$ cat src/rtl/uart_pkg.sv
// ----------------------------------------------------------------------------
// uart_pkg
// Shared definitions for the UART receive (and later transmit) engines.
//
// Contents:
//   CKW_DEFAULT   default width of the clock divider and bit-period counter
//   CKDIV_MIN     smallest meaningful clocks-per-bit value
//   DATA_BITS_8/9 character widths supported by the deframer
//   uart_state_e  receive state encoding (IDLE, START, DATA, STOP)
//   majority3     2-of-3 vote used when majority sampling is built in
// ----------------------------------------------------------------------------
package uart_pkg;

    localparam int CKW_DEFAULT = 24;
    localparam int CKDIV_MIN   = 16;

    localparam logic [3:0] DATA_BITS_8 = 4'd8;
    localparam logic [3:0] DATA_BITS_9 = 4'd9;

    typedef enum logic [1:0] {
        IDLE  = 2'd0,
        START = 2'd1,
        DATA  = 2'd2,
        STOP  = 2'd3
    } uart_state_e;

    // Two-of-three vote: the bit value held by at least two of the samples.
    function automatic logic majority3(input logic a, input logic b, input logic c);
        return (a & b) | (a & c) | (b & c);
    endfunction

endpackage

$ cat src/rtl/uart_rx_sync.sv
// ----------------------------------------------------------------------------
// uart_rx_sync
// Brings an asynchronous, idle-high serial line into the clock domain through
// a chain of STAGES flops and flags the cycle in which the synchronized value
// drops from 1 to 0. Written generically so the TX CTS input can reuse it.
//
// Parameters:
//   STAGES   number of synchronizer flops (2 or more)
//
// Ports:
//   i_clk    system clock
//   i_rstN   synchronous active-low reset; all flops return to the idle level 1
//   i_async  asynchronous line input
//   o_sync   synchronized line value (last flop of the chain)
//   o_fall   high for one cycle when o_sync has just fallen from 1 to 0
// ----------------------------------------------------------------------------
module uart_rx_sync
    import uart_pkg::*;
#(
    parameter int STAGES = 2
) (
    input  logic i_clk,
    input  logic i_rstN,
    input  logic i_async,
    output logic o_sync,
    output logic o_fall
);

    logic [STAGES-1:0] r_chain;
    logic              r_prev;

    // The chain and the edge-detect history both reset to the idle level so
    // that releasing reset never manufactures a falling edge on its own.
    // A line that is genuinely low after reset is seen as a fresh edge once
    // it has walked through the chain, which is what the receiver wants.
    always_ff @(posedge i_clk) begin
        if (!i_rstN) begin
            r_chain <= '1;
            r_prev  <= 1'b1;
        end else begin
            r_chain <= {r_chain[STAGES-2:0], i_async};
            r_prev  <= r_chain[STAGES-1];
        end
    end

    assign o_sync = r_chain[STAGES-1];
    assign o_fall = r_prev & ~r_chain[STAGES-1];

endmodule

$ cat src/rtl/uart_rx.sv
// ----------------------------------------------------------------------------
// uart_rx
// UART receive engine feeding the RX byte FIFO of the UART register block.
// Deframes 8- or 9-bit characters with one or two stop bits from the
// asynchronous rxd line, pushes good characters into the FIFO and reports a
// sticky error flag plus a receive-timeout level back to the register block.
//
// Build option:
//   UART_RX_MAJORITY_EN  when defined, every bit decision (start, data, stop)
//                        is the 2-of-3 vote of the synchronized line one clock
//                        before, at and one clock after the mid-bit point; the
//                        decision is then taken one clock after mid-bit.
//                        When undefined, the line is sampled once at mid-bit.
//
// Parameters:
//   CKW          width of ckdiv and of the bit-period counter
//   SYNC_STAGES  number of rxd synchronizer flops (2 or more)
//
// Ports:
//   clk       system clock
//   rst_n     synchronous active-low reset
//   clr_n     0 = clear all internal state exactly like reset (UART disabled)
//   ckdiv     clocks per bit period (16 or more)
//   data9b    1 = 9 data bits, 0 = 8 data bits
//   stop2b    1 = two stop bits checked, 0 = one
//   totime    receive timeout in idle bit periods, 0 = timeout disabled
//   rxd       asynchronous serial input, idle high
//   rf_write  one-cycle push strobe to the RX FIFO
//   rf_wbyte  received character, bit 8 is 0 in 8-bit mode
//   rf_full   RX FIFO full
//   error     sticky framing / overrun flag
//   timeout   receive-timeout level
// ----------------------------------------------------------------------------
module uart_rx
    import uart_pkg::*;
#(
    parameter int CKW         = CKW_DEFAULT,
    parameter int SYNC_STAGES = 2
) (
    input  logic           clk,
    input  logic           rst_n,
    input  logic           clr_n,
    input  logic [CKW-1:0] ckdiv,
    input  logic           data9b,
    input  logic           stop2b,
    input  logic [7:0]     totime,
    input  logic           rxd,
    output logic           rf_write,
    output logic [8:0]     rf_wbyte,
    input  logic           rf_full,
    output logic           error,
    output logic           timeout
);

    localparam logic [CKW-1:0] CNT_ONE   = {{(CKW-1){1'b0}}, 1'b1};
    localparam logic [CKW-1:0] DIV_FLOOR = CKW'(CKDIV_MIN);

    uart_state_e    r_state;
    logic [CKW-1:0] r_cnt;
    logic [3:0]     r_bitIdx;
    logic [8:0]     r_shift;
    logic           r_data9;
    logic           r_stop2;
    logic           r_stopIdx;
    logic           r_frameErr;
    logic           r_write;
    logic [8:0]     r_wbyte;
    logic           r_error;
    logic           r_timeout;
    logic [7:0]     r_idleCnt;
    logic           r_armed;

    logic           w_srstN;
    logic           w_rxs;
    logic           w_fall;
    logic [CKW-1:0] w_div;
    logic [CKW-1:0] w_mid;
    logic [CKW-1:0] w_last;
    logic           w_wrap;
    logic [3:0]     w_lastBit;
    logic           w_sampleNow;
    logic           w_sampleBit;
    logic           w_timeoutHit;

    // Reset and UART-disable share one path: either one clears everything,
    // including the synchronizer, so a half-received character is dropped.
    assign w_srstN = rst_n & clr_n;

    uart_rx_sync #(
        .STAGES (SYNC_STAGES)
    ) u_sync (
        .i_clk   (clk),
        .i_rstN  (w_srstN),
        .i_async (rxd),
        .o_sync  (w_rxs),
        .o_fall  (w_fall)
    );

    // Bit-period arithmetic. The divider is floored at the minimum legal
    // value so that a misprogrammed register can never push the mid-bit
    // point (or the point after it) past the end of the period. The wrap
    // test uses >= so that shrinking ckdiv while idle cannot leave the
    // counter stranded above the new end value.
    assign w_div     = (ckdiv < DIV_FLOOR) ? DIV_FLOOR : ckdiv;
    assign w_mid     = w_div >> 1;
    assign w_last    = w_div - CNT_ONE;
    assign w_wrap    = (r_cnt >= w_last);
    assign w_lastBit = (r_data9 ? DATA_BITS_9 : DATA_BITS_8) - 4'd1;

    // The timeout fires on the bit-period boundary at which the count of
    // elapsed idle periods would reach the programmed value.
    assign w_timeoutHit = ({1'b0, r_idleCnt} + 9'd1) >= {1'b0, totime};

`ifdef UART_RX_MAJORITY_EN
    logic [1:0] r_hist;

    // Two-deep history of the synchronized line. At the clock where the
    // counter sits one past mid-bit, r_hist holds the mid-1 and mid values
    // and w_rxs is the mid+1 value, so all three votes are available at once.
    always_ff @(posedge clk) begin
        if (!w_srstN) begin
            r_hist <= 2'b11;
        end else begin
            r_hist <= {r_hist[0], w_rxs};
        end
    end

    assign w_sampleNow = (r_cnt == (w_mid + CNT_ONE));
    assign w_sampleBit = majority3(r_hist[1], r_hist[0], w_rxs);
`else
    assign w_sampleNow = (r_cnt == w_mid);
    assign w_sampleBit = w_rxs;
`endif

    // Receive state machine with all of its outputs registered.
    //
    // The bit counter free-runs through 0..ckdiv-1 in every state; only a
    // start edge seen in IDLE zeroes it. Because the start bit is judged at
    // mid-bit and the counter simply keeps counting, every later mid-bit
    // falls exactly one period after the previous one, giving the
    // phase-aligned restart without a separate reload.
    //
    // data9b and stop2b are captured when the start edge is accepted so a
    // register write in the middle of a frame only affects the next one.
    //
    // After the last stop sample the FSM is back in IDLE immediately, so a
    // start edge arriving in the second half of the stop bit is accepted.
    // The push decision (framing error, FIFO full) is made at that same
    // clock, which puts rf_write in the following cycle.
    //
    // The idle-period counter only runs once a character has been pushed
    // since the last timeout (r_armed), counts bit-period wraps while IDLE,
    // and is restarted by every start edge. A zero totime parks the counter
    // and keeps the timeout level low.
    always_ff @(posedge clk) begin
        if (!w_srstN) begin
            r_state    <= IDLE;
            r_cnt      <= '0;
            r_bitIdx   <= '0;
            r_shift    <= '0;
            r_data9    <= 1'b0;
            r_stop2    <= 1'b0;
            r_stopIdx  <= 1'b0;
            r_frameErr <= 1'b0;
            r_write    <= 1'b0;
            r_wbyte    <= '0;
            r_error    <= 1'b0;
            r_timeout  <= 1'b0;
            r_idleCnt  <= '0;
            r_armed    <= 1'b0;
        end else begin
            r_write <= 1'b0;

            if ((r_state == IDLE) && w_fall) begin
                r_cnt <= '0;
            end else if (w_wrap) begin
                r_cnt <= '0;
            end else begin
                r_cnt <= r_cnt + CNT_ONE;
            end

            case (r_state)
                IDLE: begin
                    if (w_fall) begin
                        r_state   <= START;
                        r_data9   <= data9b;
                        r_stop2   <= stop2b;
                        r_timeout <= 1'b0;
                        r_idleCnt <= '0;
                    end else if (totime == 8'd0) begin
                        r_timeout <= 1'b0;
                        r_idleCnt <= '0;
                    end else if (r_armed && w_wrap) begin
                        if (w_timeoutHit) begin
                            r_timeout <= 1'b1;
                            r_armed   <= 1'b0;
                            r_idleCnt <= '0;
                        end else begin
                            r_idleCnt <= r_idleCnt + 8'd1;
                        end
                    end
                end

                START: begin
                    if (w_sampleNow) begin
                        if (w_sampleBit) begin
                            r_state <= IDLE;
                        end else begin
                            r_state  <= DATA;
                            r_bitIdx <= '0;
                        end
                    end
                end

                DATA: begin
                    if (w_sampleNow) begin
                        if (r_data9) begin
                            r_shift <= {w_sampleBit, r_shift[8:1]};
                        end else begin
                            r_shift <= {1'b0, w_sampleBit, r_shift[7:1]};
                        end
                        if (r_bitIdx == w_lastBit) begin
                            r_state    <= STOP;
                            r_stopIdx  <= 1'b0;
                            r_frameErr <= 1'b0;
                        end else begin
                            r_bitIdx <= r_bitIdx + 4'd1;
                        end
                    end
                end

                STOP: begin
                    if (w_sampleNow) begin
                        if (r_stop2 && !r_stopIdx) begin
                            r_stopIdx  <= 1'b1;
                            r_frameErr <= ~w_sampleBit;
                        end else begin
                            r_state <= IDLE;
                            if (r_frameErr || !w_sampleBit || rf_full) begin
                                r_error <= 1'b1;
                            end else begin
                                r_write <= 1'b1;
                                r_wbyte <= r_shift;
                                r_armed <= 1'b1;
                            end
                        end
                    end
                end

                default: begin
                    r_state <= IDLE;
                end
            endcase
        end
    end

    assign rf_write = r_write;
    assign rf_wbyte = r_wbyte;
    assign error    = r_error;
    assign timeout  = r_timeout;

endmodule

$ cat config.mk
export PLATFORM = sky130hd
export DESIGN_NAME = uart_rx
export DESIGN_NICKNAME = d
export VERILOG_FILES = /design/src/rtl/uart_pkg.sv /design/src/rtl/uart_rx_sync.sv /design/src/rtl/uart_rx.sv
export SDC_FILE = /design/constraint.sdc
export NUM_CORES = 1
export LEC_CHECK = 0
export BUFFER_PORTS_ARGS = -buffer_cell sky130_fd_sc_hd__buf_4
export CAP_MARGIN = 20
export CELL_PAD_IN_SITES_DETAIL_PLACEMENT = 1
export CELL_PAD_IN_SITES_GLOBAL_PLACEMENT = 2
export CORE_MARGIN = 4
export CORE_UTILIZATION = 36
export CTS_CLUSTER_DIAMETER = 150
export DETAILED_ROUTE_END_ITERATION = 10
export PLACE_DENSITY = 0.78
export SYNTH_ARGS = -nofsm -noshare
export SYNTH_HDL_FRONTEND = slang
export SYNTH_SLANG_ARGS = --single-unit
$ cat constraint.sdc
create_clock -name clk -period 5.1 [get_ports clk]
set_clock_uncertainty 0.05 [all_clocks]
set_input_delay 0.51 -clock clk [delete_from_list [all_inputs] [get_ports clk]]
set_output_delay 0.51 -clock clk [all_outputs]
set_load 0.1 [all_outputs]
After elaboration in Yosys (flattened, before gate mapping)
Index checks and enable logic that the tools add are counted.
Storage, ports and cells
  bits in registers: 67
  input port bits: 39
Cells by class
  add/sub/neg operators: 6
  order comparisons: 3
  eq/ne operators: 19
  muxes and demuxes: 41
  bitwise operators: 8
  reductions and logical operators: 26
Operators with widths (number)
  $mux 8: 4
  $ne 2x2->1 const B: 13
  $add 24x1->24 const B: 1
  $eq 24x23->1: 1
  $ge 24x24->1: 1
  $lt 24x5->1 const B: 1
  $mux 24: 1
  $sub 24x1->24 const B: 1
  $mux 1: 19
  $mux 4: 4
  $mux 2: 7
  $reduce_and 5->1: 2
  $add 8x1->9 const B: 1
  $ge 9x8->1: 1
  $mux 9: 1
  $add 8x1->8 const B: 1
  $logic_not 8->1: 1
  $pmux 2 s4: 1
  $pmux 4 s2: 1
  $reduce_and 4->1: 2
  $reduce_and 8->1: 1
  $not 1->1: 6
  $pmux 1 s2: 3
  $reduce_and 2->1: 3
  17 further kinds: 26

Depth between registers and ports, before layout
  depth after elaboration: 9
  mapped depth: 20

Hierarchy
From an unflattened synthesis, not the netlist that was laid out.
Unflattened totals
  cell total of the unflattened synthesis: 538
  area total of the unflattened synthesis: 4366.7 um^2
By module, submodules not included
  uart_rx: times used 1, cells an instance 531, area an instance 4281.6 um^2, seq. area each 1281.2 um^2
  uart_rx_sync: times used 1, cells an instance 7, area an instance 85.1 um^2, seq. area each 60.1 um^2

Worst setup path after synthesis
Ideal clock, no wire load.
  kind: input-to-reg
  start point: in ckdiv[9]
  end point: reg r_idleCnt[3]
  arrival time: 4.223 ns
  setup slack: 0.767 ns
  cell stages on the path: 18
  path buffers: 1
  cells stage by stage: or4_4 -> nor4_4 -> nand2_1 -> nand2_1 -> ha_1 -> nand2b_1 -> nor2_1 -> nand3_1 -> nor4_1 -> xnor2_1 -> ha_1 -> a222oi_1 -> o211a_1 -> a21oi_1 -> a31o_2 -> a21oi_1 -> clkbuf_1 -> a32o_1
On the way
  word-level cells in the longest chain between the ends: 7
Ends and longest elaborated chain
  from (decl): line uart_rx.sv:43  | input logic [CKW-1:0] ckdiv,
  $lt 24x5->1: line uart_rx.sv:104  | assign w_div = (ckdiv < DIV_FLOOR) ? DIV_FLOOR : ckdiv;
  $mux 24 *: line uart_rx.sv:104
  $sub 24x1->24 *: line uart_rx.sv:106  | assign w_last = w_div - CNT_ONE;
  $ge 24x24->1 *: line uart_rx.sv:107  | assign w_wrap = (r_cnt >= w_last);
  $logic_and 1x1->1 *: line uart_rx.sv:193  | end else if (r_armed && w_wrap) begin
  $reduce_bool 3->1 (no line) *
  $reduce_and 2->1 (no line) *
  to (signal assigned): line uart_rx.sv:199  | r_idleCnt <= r_idleCnt + 8'd1;
  to (decl): line uart_rx.sv:70  | logic [7:0] r_idleCnt;
Every way passes the cells marked *; elsewhere a longest branch is shown, timed or not.
A chain may end at the register's enable or synchronous reset.

Worst setup path after layout
  start point: in ckdiv[9]
  end point: reg r_idleCnt[4]
The elaborated chain is that of the path after synthesis.

==> impl_summary.log <==
INFO  metric drt-vias-per-instance = 5.31
INFO  metric cap_viol_max_count = 0
INFO  metric synth_sequential_area_ratio = 30.1%
INFO  metric worstPathArrival = 4.46 ns
INFO  metric syn-instance-count = 527
INFO  metric startpoint = ckdiv[9]
INFO  metric max-clock-path-buffers = 2
INFO  metric synth_top_cells_by_count = nor2_1 (68), dfxtp_1 (67), nand2_1 (40), ha_1 (36), xnor2_1 (35)
INFO  metric hold_path_class = in -> reg
INFO  metric boundaryPins = 51
INFO  metric area_grow_syn2layout = 18.4%
INFO  metric cts.sinks = 67
INFO  metric critical_path.endpoint_type = register
INFO  metric initial_core_util = 37.0%
INFO  metric clkTransAtPathRegs = 0.05 ns
INFO  metric p_leak = 2.16 nW
INFO  metric layout_worst_path_cycle_share = 84.4%
INFO  metric io_buffers = 50
INFO  metric final-setup-viol-count = 0
INFO  metric hold_violations = 0
INFO  metric crit-reg2reg-launch = r_idleCnt[0]$_SDFFE_PN0P_
INFO  metric fin_util = 43.7%
INFO  metric critPathMaxStageDelay = 0.57 ns
INFO  metric post-synth-top-area-cell = dfxtp_1
INFO  metric drt_iter0_drc = 233
INFO  metric synth_top_area_share = 30.1%
INFO  metric dp_cells = 732
INFO  metric synth_xor_xnor_area_share = 12.8%
INFO  metric wire_length_of_the_first_global_routing_pass = 20300 um
INFO  metric grt_setup_unrepaired = false
INFO  metric cp_slowest_cell = or4_4
INFO  metric largest_family_of_logic_cells_by_synthesized_area = simple AND/OR/NAND/NOR gates
INFO  metric critical_path.cell_chain = buf_4, or4_4, nor4_4, nand2_1, nand2_1, ha_1, nand2b_1, nor2_1, nand3_1, nor4_1, xnor2_1, ha_1, a222oi_1, o211a_1, a21oi_1, a31o_2, a21oi_1, buf_4, nor2_1, a32o_1
INFO  metric critPathLaunchType = input pin
INFO  metric tritoncts_clock_tree = built
INFO  metric drt.antenna.violating_nets = 0
INFO  metric grt_start_max_net_pins = 31
INFO  metric post-synth-top-count-cell = nor2_1
INFO  metric timing.final.max_slew_violations = 0
INFO  metric final_net_count = 651
INFO  metric via_count_of_the_first_global_routing_pass = 4115
INFO  metric synth.mux.area_fraction = 5.19%
INFO  metric clock_insertion_delay_worst_skew = 0.32 ns
INFO  metric post_synthesis_compound_gate_area_fraction = 12.6%
INFO  metric drcViolationCount = 0
INFO  metric htreeDepth = 3
INFO  metric synthesis.nets = 602
INFO  metric worstSetupPathType = in -> reg
INFO  metric drt-pass1-iter-count = 4
INFO  metric gp_congestion = 0.795
INFO  metric min-delay-start = rxd
INFO  metric antenna_found_initial = 0
INFO  metric fmax = 0.232 GHz
INFO  metric vdd.ir_drop.worst = 158 uV
INFO  metric synth_area = 4460 um2
INFO  metric adder_cell_area_share_of_the_yosys_netlist = 10.1%
INFO  metric worst-slew-pin-transition = 0.764 ns
INFO  metric post_route_setup_tns = 0 ns
INFO  metric ys_seq_elements = 67
INFO  metric final_cells = 748
INFO  metric synth_edf_count = 0
INFO  metric hpwlAfterDp = 9540 um
INFO  metric report.power.total = 1.25 mW
INFO  metric clk_root_buffer_cell = clkbuf_16
INFO  metric postCtsSetupBuffers = 0
INFO  metric critical_path_rt = 5.26 ns
INFO  metric ctsResizeCount = 0
INFO  metric synth.distinct_cells = 60
INFO  metric power_density = 238 nW/um2
INFO  metric place_worst_setup_slack = 0.430 ns
INFO  metric crit_path_max_fanout = 15
INFO  metric globalRouteTotalUtil = 17.3%
INFO  metric routed_wirelength = 12100 um
INFO  metric routed_wire_length_per_instance = 16.1 um
INFO  metric slew_headroom = 48.9%
INFO  metric fraction_of_the_mapped_netlist_area_in_simple_logic_gates = 25.6%
INFO  metric post_route_cells_drive_above_1_share = 15.3%
INFO  metric floorplan.die_area = 14200 um2
INFO  metric worst-path-buf-inv = 2
INFO  metric post-route-min-period = 4.30 ns
INFO  metric global_route.overflow_total = 0
INFO  metric synth.yosys.warnings = 0
INFO  metric outcome = completed
INFO  metric width_of_the_chip = 119 um
INFO  metric worst_slack = 0.797 ns
INFO  metric synth_ff_type = dfxtp_1
INFO  metric floorplan_die_height = 119 um
INFO  metric std_cell_rows = 40
INFO  metric postCtsHoldBufs = 0
INFO  metric dr_total_vias = 3969
INFO  metric synth_area_per_cell = 8.46 um2
INFO  metric coreArea = 12100 um2
INFO  metric antenna_cells_inserted = 0
INFO  metric ys_async_sr_fraction = 0%
INFO  metric critical-path-top-delay-family = simple AND/OR/NAND/NOR gates
INFO  metric ys_top_cells_by_area = dfxtp_1 (30%), ha_1 (10%), xnor2_1 (6.9%), xor2_1 (5.9%), nor2_1 (5.7%)
INFO  metric cts-buffers-inserted = 9
## cell usage in the layout, fill, tap and decap left out, types with 5 or more instances in the layout
cell type	netlist	final
dfxtp_1	67	67
and3_1	11	11
clkbuf_16	0	9
o21ai_0	14	14
a31o_2	6	6
a211oi_1	5	5
buf_4	0	55
ha_1	36	36
a21oi_1	20	20
nand2_1	40	40
nand4_1	14	14
nor2_1	68	68
mux2i_1	22	22
inv_1	15	15
nand2b_1	8	8
xnor2_1	35	35
xor2_1	30	30
nor2b_1	6	6
nor3_1	18	18
nor4_1	10	10
nand3_1	25	25
## area by class of cell
cell class | instances | area [um2]
Timing Repair Buffer | 56 | 418
Inverter | 15 | 56.3
Sequential cell | 67 | 1340
Clock inverter | 2 | 35.0
Multi-Input combinational cell | 427 | 2960
Fill cell | 1454 | 6790
Clock buffer | 13 | 260
Tap cell | 168 | 210
## power by group
| group | internal, mW | switching [mW] |
|---|---|---|
| logic | 0.0490 | 0.0604 |
| clock network | 0.402 | 0.214 |
| registers | 0.525 | 0.00361 |
## through the flow
step	hold slack [ns]	cell area, um2
5_1_grt	0.318	5280
3_3_place_gp	0.345	4980
3_5_place_dp	0.351	4980
2_1_floorplan	0.336	4460
4_1_cts	0.315	5270
6_report	0.324	5280
## flip-flops by register name, summed over array words and instances, names as in the netlist, 2 cells and up, named ones only
register and count:
r_shift 9, r_cnt 24, r_idleCnt 8, r_bitIdx 4
u_sync.r_chain 2, rf_wbyte 9
## metal layers
metal | vias up | part of all wire, % | track usage [%]
met5 | - | 0 | 0
met4 | 0 | 1.6 | 6.44
met3 | 17 | 2.9 | 2.80
met2 | 60 | 48 | 29.0
met1 | 1909 | 48 | 22.3
li1 | 1983 | - | -
## worst paths after layout
| path | slack (ns) | depth (start not counted) | to |
|---|---|---|---|
| setup reg to reg | 2.07 | 12 | r_idleCnt[2]$_SDFFE_PN0P_ |
| setup / recovery | 0.80 | 20 | r_idleCnt[4]$_SDFFE_PN0P_ |
| hold reg to reg | 0.36 | 1 | u_sync.r_chain[1]$_SDFF_PN1_ |
| hold / removal | 0.32 | 2 | u_sync.r_chain[0]$_SDFF_PN1_ |
## kinds of logic (layout without fill, tap and decap cells)
kind of cell	after synthesis	count (layout)
compound gates	77	77
simple gates	226	226
flops	67	67
buf+inv	33	86
xor+xnor	65	65
mux	23	23
fa+ha+maj	36	36
No activity file was read; power rests on OpenSTA's default activity.
